==> config.mk <==
export PLATFORM = sky130hd
export DESIGN_NAME = otter_mem_stage_ctrl
export DESIGN_NICKNAME = d
export VERILOG_FILES = /design/src/rtl/otter_mem_stage_ctrl.sv
export SDC_FILE = /design/constraint.sdc
export NUM_CORES = 1
export LEC_CHECK = 0
export BUFFER_PORTS_ARGS = -buffer_cell sky130_fd_sc_hd__buf_4
export CAP_MARGIN = 20
export CELL_PAD_IN_SITES_DETAIL_PLACEMENT = 1
export CELL_PAD_IN_SITES_GLOBAL_PLACEMENT = 1
export CORE_MARGIN = 1
export CORE_UTILIZATION = 28
export DETAILED_ROUTE_END_ITERATION = 7
export GPL_ROUTABILITY_DRIVEN = 0
export PLACE_DENSITY = 0.89
export SYNTH_ARGS = -nofsm -noshare
export SYNTH_HDL_FRONTEND = slang
export SYNTH_SLANG_ARGS = --single-unit
==> constraint.sdc <==
create_clock -name CLK -period 2.8 [get_ports CLK]
set_input_delay 0.42 -clock CLK [delete_from_list [all_inputs] [get_ports CLK]]
set_output_delay 0.42 -clock CLK [all_outputs]
set_load 0.02 [all_outputs]
==> src/rtl/otter_mem_stage_ctrl.sv <==
// OTTER memory-stage access controller: multi-cycle data-memory loads, store lane steering,
// load alignment/extension, IO decode, misalignment flagging. Optional MEM_PERF_CNT_EN adds stall/load counters.
module otter_mem_stage_ctrl #(
  parameter int unsigned ADDR_W  = 14,
  parameter int unsigned LATENCY = 2,
  parameter logic [31:0] IO_BASE = 32'h1100_0000
) (
  input  logic              CLK,
  input  logic              RST_N,
  input  logic              req_valid,
  input  logic              req_write,
  input  logic [1:0]        req_size,
  input  logic              req_unsigned,
  input  logic [31:0]       req_addr,
  input  logic [31:0]       req_wdata,
  output logic              stall,
  output logic              rsp_valid,
  output logic [31:0]       rsp_rdata,
  output logic              misalign_err,
  output logic [ADDR_W-1:0] mem_addr,
  output logic [31:0]       mem_wdata,
  output logic [3:0]        mem_be,
  output logic              mem_we,
  output logic              mem_re,
  input  logic [31:0]       mem_rdata,
  output logic [31:0]       io_addr,
  output logic [31:0]       io_wdata,
  output logic              io_wr,
  input  logic [31:0]       io_in
`ifdef MEM_PERF_CNT_EN
  ,
  output logic [31:0]       perf_stall_cnt,
  output logic [31:0]       perf_ld_cnt
`endif
);

  typedef enum logic [1:0] {IDLE, BUSY, RESP} state_t;

  localparam logic [3:0] CNT_INIT = 4'(LATENCY - 1);

  state_t      state;
  logic [3:0]  cnt;
  logic [31:0] rdata_q;
  logic        err_q;
  logic        rsp_q;

  logic        misalign;
  logic        is_io;
  logic        accept;
  logic [31:0] load_src;
  logic [31:0] load_val;
  logic [7:0]  byte_sel;
  logic [15:0] half_sel;
  logic [31:0] wdata_lanes;
  logic [3:0]  be_lanes;

  always_comb begin
    misalign = 1'b0;
    case (req_size)
      2'b00:   misalign = 1'b0;
      2'b01:   misalign = req_addr[0];
      2'b10:   misalign = (req_addr[1:0] != 2'b00);
      default: misalign = 1'b1;
    endcase
  end

  assign is_io  = (req_addr >= IO_BASE);
  // Strobes are gated by RST_N so a request held through reset cannot reach memory or IO.
  assign accept = (state == IDLE) && req_valid && RST_N;
  assign mem_re = accept && !misalign && !is_io && !req_write;
  assign mem_we = accept && !misalign && !is_io && req_write;
  assign io_wr  = accept && !misalign && is_io && req_write;
  assign stall  = ((state == IDLE) && req_valid) || (state == BUSY);

  assign mem_addr  = req_addr[ADDR_W+1:2];
  assign io_addr   = req_addr;
  assign io_wdata  = req_wdata;
  assign mem_wdata = wdata_lanes;
  assign mem_be    = mem_we ? be_lanes : '0;

  always_comb begin
    wdata_lanes = req_wdata;
    be_lanes    = 4'b1111;
    case (req_size)
      2'b00: begin
        wdata_lanes = {4{req_wdata[7:0]}};
        be_lanes    = 4'b0001 << req_addr[1:0];
      end
      2'b01: begin
        wdata_lanes = {2{req_wdata[15:0]}};
        be_lanes    = req_addr[1] ? 4'b1100 : 4'b0011;
      end
      default: begin
        wdata_lanes = req_wdata;
        be_lanes    = 4'b1111;
      end
    endcase
  end

  // One aligner serves both sources: IO data is taken in IDLE, memory data at the end of BUSY.
  assign load_src = (state == BUSY) ? mem_rdata : io_in;

  always_comb begin
    byte_sel = load_src[7:0];
    case (req_addr[1:0])
      2'b00: byte_sel = load_src[7:0];
      2'b01: byte_sel = load_src[15:8];
      2'b10: byte_sel = load_src[23:16];
      2'b11: byte_sel = load_src[31:24];
      default: byte_sel = load_src[7:0];
    endcase
    half_sel = req_addr[1] ? load_src[31:16] : load_src[15:0];
    case (req_size)
      2'b00:   load_val = {{24{~req_unsigned & byte_sel[7]}}, byte_sel};
      2'b01:   load_val = {{16{~req_unsigned & half_sel[15]}}, half_sel};
      default: load_val = load_src;
    endcase
  end

  always_ff @(posedge CLK or negedge RST_N) begin
    if (!RST_N) begin
      state   <= IDLE;
      cnt     <= '0;
      rdata_q <= '0;
      err_q   <= 1'b0;
      rsp_q   <= 1'b0;
    end else begin
      rsp_q <= 1'b0;
      err_q <= 1'b0;
      case (state)
        IDLE: begin
          if (req_valid) begin
            if (misalign) begin
              err_q   <= 1'b1;
              rdata_q <= '0;
              rsp_q   <= 1'b1;
              state   <= RESP;
            end else if (is_io || req_write) begin
              rdata_q <= (is_io && !req_write) ? load_val : '0;
              rsp_q   <= 1'b1;
              state   <= RESP;
            end else begin
              cnt   <= CNT_INIT;
              state <= BUSY;
            end
          end
        end
        BUSY: begin
          if (cnt == 4'd0) begin
            rdata_q <= load_val;
            rsp_q   <= 1'b1;
            state   <= RESP;
          end else begin
            cnt <= cnt - 4'd1;
          end
        end
        RESP: begin
          rdata_q <= '0;
          state   <= IDLE;
        end
        default: state <= IDLE;
      endcase
    end
  end

  assign rsp_valid    = rsp_q;
  assign rsp_rdata    = rdata_q;
  assign misalign_err = err_q;

`ifdef MEM_PERF_CNT_EN
  always_ff @(posedge CLK or negedge RST_N) begin
    if (!RST_N) begin
      perf_stall_cnt <= '0;
      perf_ld_cnt    <= '0;
    end else begin
      if (stall && (perf_stall_cnt != '1))
        perf_stall_cnt <= perf_stall_cnt + 32'd1;
      if ((state == RESP) && !req_write && (perf_ld_cnt != '1))
        perf_ld_cnt <= perf_ld_cnt + 32'd1;
    end
  end
`endif

endmodule

# Yosys cells after proc, flatten, opt, wreduce, memory -nomap -nowiden
# Cells that the tools add are included.
# W data, S select, Z words.
op_classes:
  n_lt_le_gt_ge: 1
  n_mux: 33
  n_reduce_logical: 24
  mul: 0
  n_bitwise: 3
  n_addsub: 1
  div_mod_pow: 0
  shifts: 1
  eq_ne: 13
op_table:
  columns: ["operator", "n"]
  rows:
  - ["$mux W32", 6]
  - ["$pmux W32 S2", 2]
  - ["$pmux W32 S3", 1]
  - ["$ge A32 B29 Y1 const B", 1]
  - ["$pmux W8 S4", 1]
  - ["$mux W4", 6]
  - ["$mux W16", 1]
  - ["$pmux W4 S2", 2]
  - ["$logic_and A1 B1 Y1", 9]
  - ["$eq A2 B2 Y1 const B", 4]
  - ["$mux W2", 4]
  - ["$ne A2 B2 Y1 const B", 4]
  - ["$mux W1", 7]
  - ["$eq A2 B1 Y1 const B", 3]
  - ["$logic_not A2 Y1", 3]
  - ["$reduce_and A5 Y1", 1]
  - ["$logic_not A4 Y1", 1]
  - ["$pmux W2 S2", 1]
  - ["$reduce_and A4 Y1", 1]
  - ["$reduce_bool A2 Y1", 2]
  - ["$shl A1 B2 Y4 const A", 1]
  - ["$sub A4 B1 Y4 const B", 1]
  - ["$logic_not A1 Y1", 3]
  - ["$ne A3 B2 Y1 const B", 1]
  - ["other kinds (8)", 10]
totals:
  mem_bits_ro: 0
  output_inout_bits: 152
  latchBits: 0
  memories: 0
  ram_bits: 0
  regBits: 40
  wordCells: 81

# Longest topological paths before layout
# Gate-level depths: netlist (run 1).
logic_depth:
  depth_word: 10
  depth_mapped: 10
  depth_no_buf: 7

# Least setup slack after synthesis (run 1)
# No wires, ideal clock.
synth_path:
  path_kind: "reg-to-output"
  startpoint: "register state[1]"
  endpoint: "output mem_be[3]"
  path_stages_with_launch: 7
  t_required_ps: 2380
  slack_ps: 218
  arrival_ps: 2162
  cell_sequence: "dfrtp_1 > inv_1 > ha_1 > clkbuf_1 > nand4_1 > nor3_1 > a21boi_0"
synth_via:
  elab_chain_cells: 7
synth_lines:
  columns: ["element", "line", "text"]
  rows:
  - ["start: declaration", "41", "state_t state;"]
  - ["start signal: assignment", "122", "state <= IDLE;"]
  - ["start signal: assignment", "137", "state <= RESP;"]
  - ["start signal: assignment", "141", "state <= RESP;"]
  - ["$logic_not A2 Y1", "69", "assign accept = (state == IDLE) && req_valid && RST_N;"]
  - ["$logic_and A1 B1 Y1 (2 in series)", "69", null]
  - ["$logic_and A1 B1 Y1 (3 in series)", "71", "assign mem_we = accept && !misalign && !is_io && req_write;"]
  - ["net mem_we", "23", "output logic mem_we,"]
  - ["$mux W4", "79", "assign mem_be = mem_we ? be_lanes : '0;"]
  - ["end: declaration", "22", "output logic [3:0] mem_be,"]
# The timed path passes the listed nets, and every way through them passes these cells.

# Final worst setup path (run 1)
layout_path:
  startpoint: "register state[1]"
  endpoint: "register rdata_q[0], in the netlist rsp_rdata[0]"
layout_via:
  elab_chain_cells: 9
layout_lines:
  columns: ["element", "line", "text"]
  rows:
  - ["$eq A2 B1 Y1", "101, 130", null]
  - ["$mux W32", "101", "assign load_src = (state == BUSY) ? mem_rdata : io_in;"]
  - ["$pmux W8 S4 or $mux W16 (tied branches)", "105, 112", null]
  - ["$pmux W32 S2", "113", "case (req_size)"]
  - ["$mux W32", "139", "rdata_q <= (is_io && !req_write) ? load_val : '0;"]
  - ["$mux W32", "138", "end else if (is_io || req_write) begin"]
  - ["$mux W32", "133", "if (misalign) begin"]
  - ["$mux W32", "132", "if (req_valid) begin"]
  - ["$pmux W32 S3", "130", "case (state)"]
  - ["end signal: assignment", "139", null]
  - ["end signal: assignment", "150", "rdata_q <= load_val;"]
  - ["end: declaration", "43", "logic [31:0] rdata_q;"]
# Parallel ways exist; a longest one is shown, timed or not. The select of a mux whose other input is x is not followed.
# A chain may end at the register's enable or synchronous reset.

==> run_results.csv, run 1 <==
group,metric,value,unit
run_status,status,"finished clean",
yosys,syn_inst,425,
layout,n_antenna_cell,0,
worst_setup_path,cp_max_fo,33,
grt,grt_util_all_layers,19.4,%
routing,drc,0,
clock_tree,cts_buffer_depth,2,
power,p_per_area,446,mW/mm^2
routing,routed_wl,14300,um
floorplan,die_h,119,um
routing,drt_first_pass_iters,5,
yosys,synth_fp_nets,564,
floorplan,start_util,28.9,%
grt,antenna_found_initial,0,
timing,setup_tns,0,ns
timing,finalCritPeriodShare,89.6,%
worst_setup_path,worstSetupPathType,"register to register",
yosys,yosysTopAreaCell,"dfrtp_1",
place,place_hpwl,11800,um
timing,timing_worst_slew_pin_value,0.676,ns
timing,finClkSkew,0.00600,ns
clock_tree,numCtsBuffers,5,
layout,nNetsFinal,697,
yosys,synth_seq_cells,40,
clock_tree,ctsResizeCount,0,
clock_tree,cts.clk_slew.worst_paths,0.06,ns
timing,drv_slew,0,
clock_tree,holdBufCountCts,0,
routing,vias,3761,
yosys,yosysWarnings,0,
yosys,synth.yosys.seq_area_share,26.0,%
yosys,synthTopCellsByArea,"dfrtp_1 26%, buf_4 17%, mux2i_1 10%, mux2_2 6.1%, nand2_1 3.9%",
floorplan,io_pins,287,
timing,rsz0062_at_grt,"false",
place,port_buffers,228,
clock_tree,post_cts_buffers,0,
yosys,synth_top_area_share,26.0,%
layout,drive_gt1_share,52.2,%
clock_tree,clock-sinks,40,
timing,hold_violations,0,
job,maxCapViolations,0,
clock_tree,clk_latency,0.28,ns
floorplan,rows,42,
worst_setup_path,required,2.96,ns
yosys,ys_types,56,
layout,syn_to_final_growth,35.2,%
worst_setup_path,cp-start-kind,"register",
grt,grt_first_pass_wirelength,21700,um
grt,grt-ovfl-total,0,
timing,timing.final.ws_setup,0.292,ns
routing,first_iter_violations,150,
worst_setup_path,end_kind,"register",
worst_setup_path,cp-startpoint,"state[1]",
worst_setup_path,arrival,2.67,ns
grt,grt_max_degree,42,
timing,finalSetupViolCount,0,
timing,fmax,399,MHz
power,leakage,2.46,nW
hold_path,hp-class,"input pin to async pin",
floorplan,die_w,119,um
floorplan,coreArea,0.0133,mm^2
timing,finalCriticalPeriod,2.51,ns
routing,avgViaCountPerCell,5.12,
power,worst_ir_drop_vdd,0.237,mV
timing,hold_ws,0.235,ns
layout,final_core_util,39.1,%
timing,max-slew-margin-rel,54.8,%
clock_tree,cts_tree,"yes",
routing,wl_per_cell,19.5,um
clock_tree,cts.htree.levels,2,
worst_setup_path,rr_startpoint,"state[1]",
floorplan,dieArea,0.0142,mm^2
yosys,avgSynthCellArea,9.07,um^2
routing,antenna_left,0,
clock_tree,clockRootBuffer,"clkbuf_16",
yosys,netlist_area,0.00386,mm^2
grt,grt_pass1_vias,3925,
place,place_ws,0.333,ns
## synth_stat cells, drive strengths merged
master	n
a31oi	5
nand2	41
mux2i	39
and4b	1
o22ai	3
nor4	2
a211oi	2
nor3b	2
and4	1
or2	2
mux2	23
o22a	2
o41ai	4
dfrtp	40
a32o	1
a211o	2
a21oi	8
o21bai	1
nor2b	1
ha	4
a2111oi	1
o41a	1
a32oi	1
inv	12
o21ai	17
nand3	15
clkbuf	11
o211a	2
nor3	6
or3	3
and3	2
and2	15
nor2	5
buf	100
nand2b	2
o221ai	13
o31ai	14
a22o	16
nand4	2
a22oi	1
a21boi	2
## critical path, cell delays in order (launching register included)
cell	delay, ns
dfrtp_1	0.39
inv_1	0.10
ha_2	0.30
buf_4	0.49
mux2i_1	0.45
nand3_1	0.14
a31oi_1	0.20
a21oi_1	0.06
a22o_1	0.21
## per-stage QoR
step           instances  area (um^2)  total power, mW
2_1_floorplan        425         3860             1.44
3_3_place_gp         727         5070             1.74
3_5_place_dp         727         5070             1.78
4_1_cts              734         5210             2.34
5_1_grt              734         5210             2.43
6_report             734         5210             2.32
## placed cells by master, fill, tap and decap left out, types with 4 or more instances in the layout
cell type,n
a22o_1,16
a31oi_1,5
o221ai_1,13
nor2_1,4
o21ai_0,12
a21oi_1,8
nand3_1,15
dfrtp_1,40
mux2_2,21
clkbuf_16,5
and2_1,15
nor3_1,5
inv_1,11
nand2_1,40
mux2i_1,39
o31ai_2,11
o21ai_1,4
buf_4,237
## routing by layer
layer	share of wire, %	vias up	global-route usage [%]	routed length [um]
li1	-	1714	-	-
met1	39	1824	21.9	5620
met2	52	186	36.7	7490
met3	5.1	37	2.73	736
met4	3.2	0	7.27	458
met5	0	-	0	0
## state kept, by name, summed over array words and instances (netlist names)
register,cells
rsp_valid,1
misalign_err,1
cnt,4
state,2
rsp_rdata,32
## final timing paths
| path | endpoint | slack, ns | cells after the start |
|---|---|---|---|
| max reg2reg | rsp_rdata[0] | 0.29 | 8 |
| min | cnt[3] | 0.24 | 2 |
| max | rsp_rdata[0] | 0.29 | 8 |
| min reg2reg | rsp_rdata[16] | 0.48 | 2 |
| max in group asynchronous | rsp_rdata[29] | 2.19 | 2 |
| min in group CLK | rsp_rdata[16] | 0.48 | 2 |
## cell families after synthesis
| kind of cell | after synthesis | share of synthesized area, % |
|---|---|---|
| compound gates | 96 | 20.8 |
| fa+ha+maj | 4 | 1.30 |
| buf+inv | 123 | 21.6 |
| flops | 40 | 26.0 |
| mux | 62 | 17.0 |
| simple gates | 100 | 13.3 |
## area by class of cell
type                       count  area, um^2
fill                        1548        8140
timing repair buffer         237        1780
clock buffer                   5         125
sequential                    40        1000
multi-input combinational    262        2030
tap                          176         220
clock inverter                 2        12.5
inverter                      12        45.0
## where the power goes
| group | switching, mW | leakage (nW) | internal [mW] |
|---|---|---|---|
| Clock | 0.227 | 0.0657 | 0.323 |
| Combinational | 0.611 | 1.85 | 0.450 |
| Sequential | 0.0561 | 0.543 | 0.654 |
| Total | 0.894 | 2.46 | 1.43 |
Power figures use the tool's default switching activity.
==> inputs of run 2 (changes only) <==
--- a/config.mk
+++ b/config.mk
@@ -14,6 +14,7 @@
 export DETAILED_ROUTE_END_ITERATION = 7
 export GPL_ROUTABILITY_DRIVEN = 0
 export PLACE_DENSITY = 0.89
+export REMOVE_ABC_BUFFERS = 1
 export SYNTH_ARGS = -nofsm -noshare
 export SYNTH_HDL_FRONTEND = slang
 export SYNTH_SLANG_ARGS = --single-unit
==> run 2 against run 1 <==
  * Sequential share of layout area fell by 0.24 points
  * Design area rose by 1.2%
  * Via count rose by 1.5%
  * Register-to-register slack improved by 0.06 ns
  * Cell count rose by 0.54%
  * Clock skew fell by 0.0014 ns
  * Critical endpoint is now mem_be[3]
  * Largest power group unchanged
==> run_results.csv, run 2 (same netlist as run 1, synthesis figures left out) <==
group,metric,value,unit
run_status,status,"finished clean",
floorplan,die_h,119,um
clock_tree,ctsResizeCount,0,
layout,n_antenna_cell,0,
worst_setup_path,r2r_slack,0.35,ns
power,p_per_area,466,mW/mm^2
clock_tree,cts_buffer_depth,2,
layout,seqCellArea,0.00100,mm^2
hold_path,hp-class,"input pin to async pin",
timing,fmax,405,MHz
worst_setup_path,cp_max_fo,4,
routing,first_iter_violations,202,
clock_tree,cts.clk_slew.worst_paths,0.06,ns
floorplan,dieArea,0.0142,mm^2
clock_tree,numCtsBuffers,5,
timing,rsz0062_at_grt,"false",
worst_setup_path,critical_path_buf_inv_count,2,
layout,nFillCells,1575,
clock_tree,post_cts_buffers,0,
grt,antenna_found_initial,0,
routing,vias,3817,
worst_setup_path,rr_startpoint,"state[1]",
power,fin_total_pwr,2.46,mW
timing,timing_worst_slew_pin_value,0.708,ns
routing,drc,0,
clock_tree,clock-sinks,40,
worst_setup_path,required,2.38,ns
worst_setup_path,crit_cells,6,
timing,max-slew-margin-rel,52.7,%
clock_tree,cts.htree.levels,2,
worst_setup_path,cp_slowest_cell,"nor3_1",
layout,final_area,0.00528,mm^2
place,place_hpwl,12600,um
worst_setup_path,worstSetupPathType,"input pin to output port",
power,leakage,2.50,nW
timing,finClkSkew,0.00460,ns
worst_setup_path,r2r_cells,7,
routing,antenna_left,0,
floorplan,start_util,28.9,%
routing,drt_first_pass_iters,4,
worst_setup_path,end_kind,"output port",
grt,grt_util_all_layers,20.7,%
timing,drv_slew,0,
layout,largest_reg_flops,32,
timing,finalSetupViolCount,0,
worst_setup_path,cpPeakStageDelay,0.47,ns
floorplan,io_pins,287,
routing,routed_wl,15200,um
worst_setup_path,arrival,2.05,ns
grt,grt_first_pass_wirelength,22800,um
place,place_area,0.00511,mm^2
clock_tree,holdBufCountCts,0,
floorplan,coreArea,0.0133,mm^2
floorplan,die_w,119,um
worst_setup_path,cp_top_family,"compound AO/OA/AOI/OAI gates",
worst_setup_path,crit_chain,"buf_4 > o41ai_2 > nand2_1 > nor3_1 > a21boi_0 > buf_4",
place,port_buffers,228,
timing,finalCriticalPeriod,2.47,ns
layout,drive_gt1_share,52.5,%
timing,finalCritPeriodShare,88.1,%
clock_tree,cts_tree,"yes",
worst_setup_path,r2r_end,"rsp_rdata[12]",
timing,hold_ws,0.220,ns
job,maxCapViolations,0,
timing,hold_violations,0,
routing,wl_per_cell,20.6,um
clock_tree,clk_latency,0.28,ns
grt,grt_max_degree,42,
clock_tree,clockRootBuffer,"clkbuf_16",
layout,final_cell_mix,"239 x buf_4, 40 x nand2_1, 40 x dfrtp_1",
layout,nNetsFinal,700,
power,worst_ir_drop_vdd,0.279,mV
layout,syn_to_final_growth,36.9,%
floorplan,rows,42,
routing,avgViaCountPerCell,5.17,
layout,multi_input_area,0.00203,mm^2
grt,grt_pass1_vias,4116,
timing,setup_tns,0,ns
worst_setup_path,cpMostUsedCell,"buf_4",
grt,grt-ovfl-total,0,
layout,final_common_cell,"buf_4",
worst_setup_path,cp-start-kind,"input pin",
## run 2: cell count changes in the layout (fill, tap and decap cells not counted)
cell	before	now
a211o_1	2	1
buf_4	237	239
clkinv_2	1	0
nor3_1	5	6
buf_12	0	1
bufinv_16	0	1
a211o_2	0	1
inv_6	0	1
nor3_2	1	0
## run 2: area by class of cell
cell class / count / share of cell area [%]
clock buffer: 5 / 2.37
inverter: 12 / 0.853
sequential: 40 / 19.0
multi-input combinational: 262 / 38.4
timing repair buffer: 240 / 34.4
tap: 176 / 4.17
clock inverter: 3 / 0.877
## run 2: worst register-to-register path, stage by stage, from the launching register on
cell and delay [ns]:
dfrtp_1 0.38, inv_1 0.10, ha_2 0.44, mux2_4 0.36, mux2i_1 0.25, a211o_1 0.35, o221ai_1 0.19, a22o_1 0.26
## run 2: report_power, final
part           internal [mW]  switching, mW
Clock                  0.424          0.245
Combinational          0.462          0.619
Sequential             0.654         0.0571
Total                   1.54          0.921
## run 2: stage by stage
step	instances	util, %	worst slack [ns]
final	738	39.5	0.332
after floorplan	314	-	-0.891
after global routing	738	39.5	0.207
after global placement	730	38.3	0.459
after detailed placement	730	38.3	0.393
after CTS	738	39.5	0.361
## run 2: worst max-delay path by stage
stage,start,to,slack (ns)
detailed placement,state[1],rsp_rdata[12],0.39
CTS,state[1],rsp_rdata[12],0.36
finish,req_addr[26],mem_be[3],0.33
global route,state[1],rsp_rdata[12],0.21
global placement,req_addr[26],mem_be[3],0.46
floorplan,state[1],rsp_rdata[0],-0.89
## run 2: metal layers
| layer | vias up | track usage [%] | wire length [um] |
|---|---|---|---|
| li1 | 1730 | - | - |
| met1 | 1837 | 23.0 | 5810 |
| met2 | 228 | 36.5 | 7580 |
| met3 | 22 | 7.14 | 1450 |
| met4 | 0 | 6.48 | 357 |
| met5 | - | 3.31 | 0 |
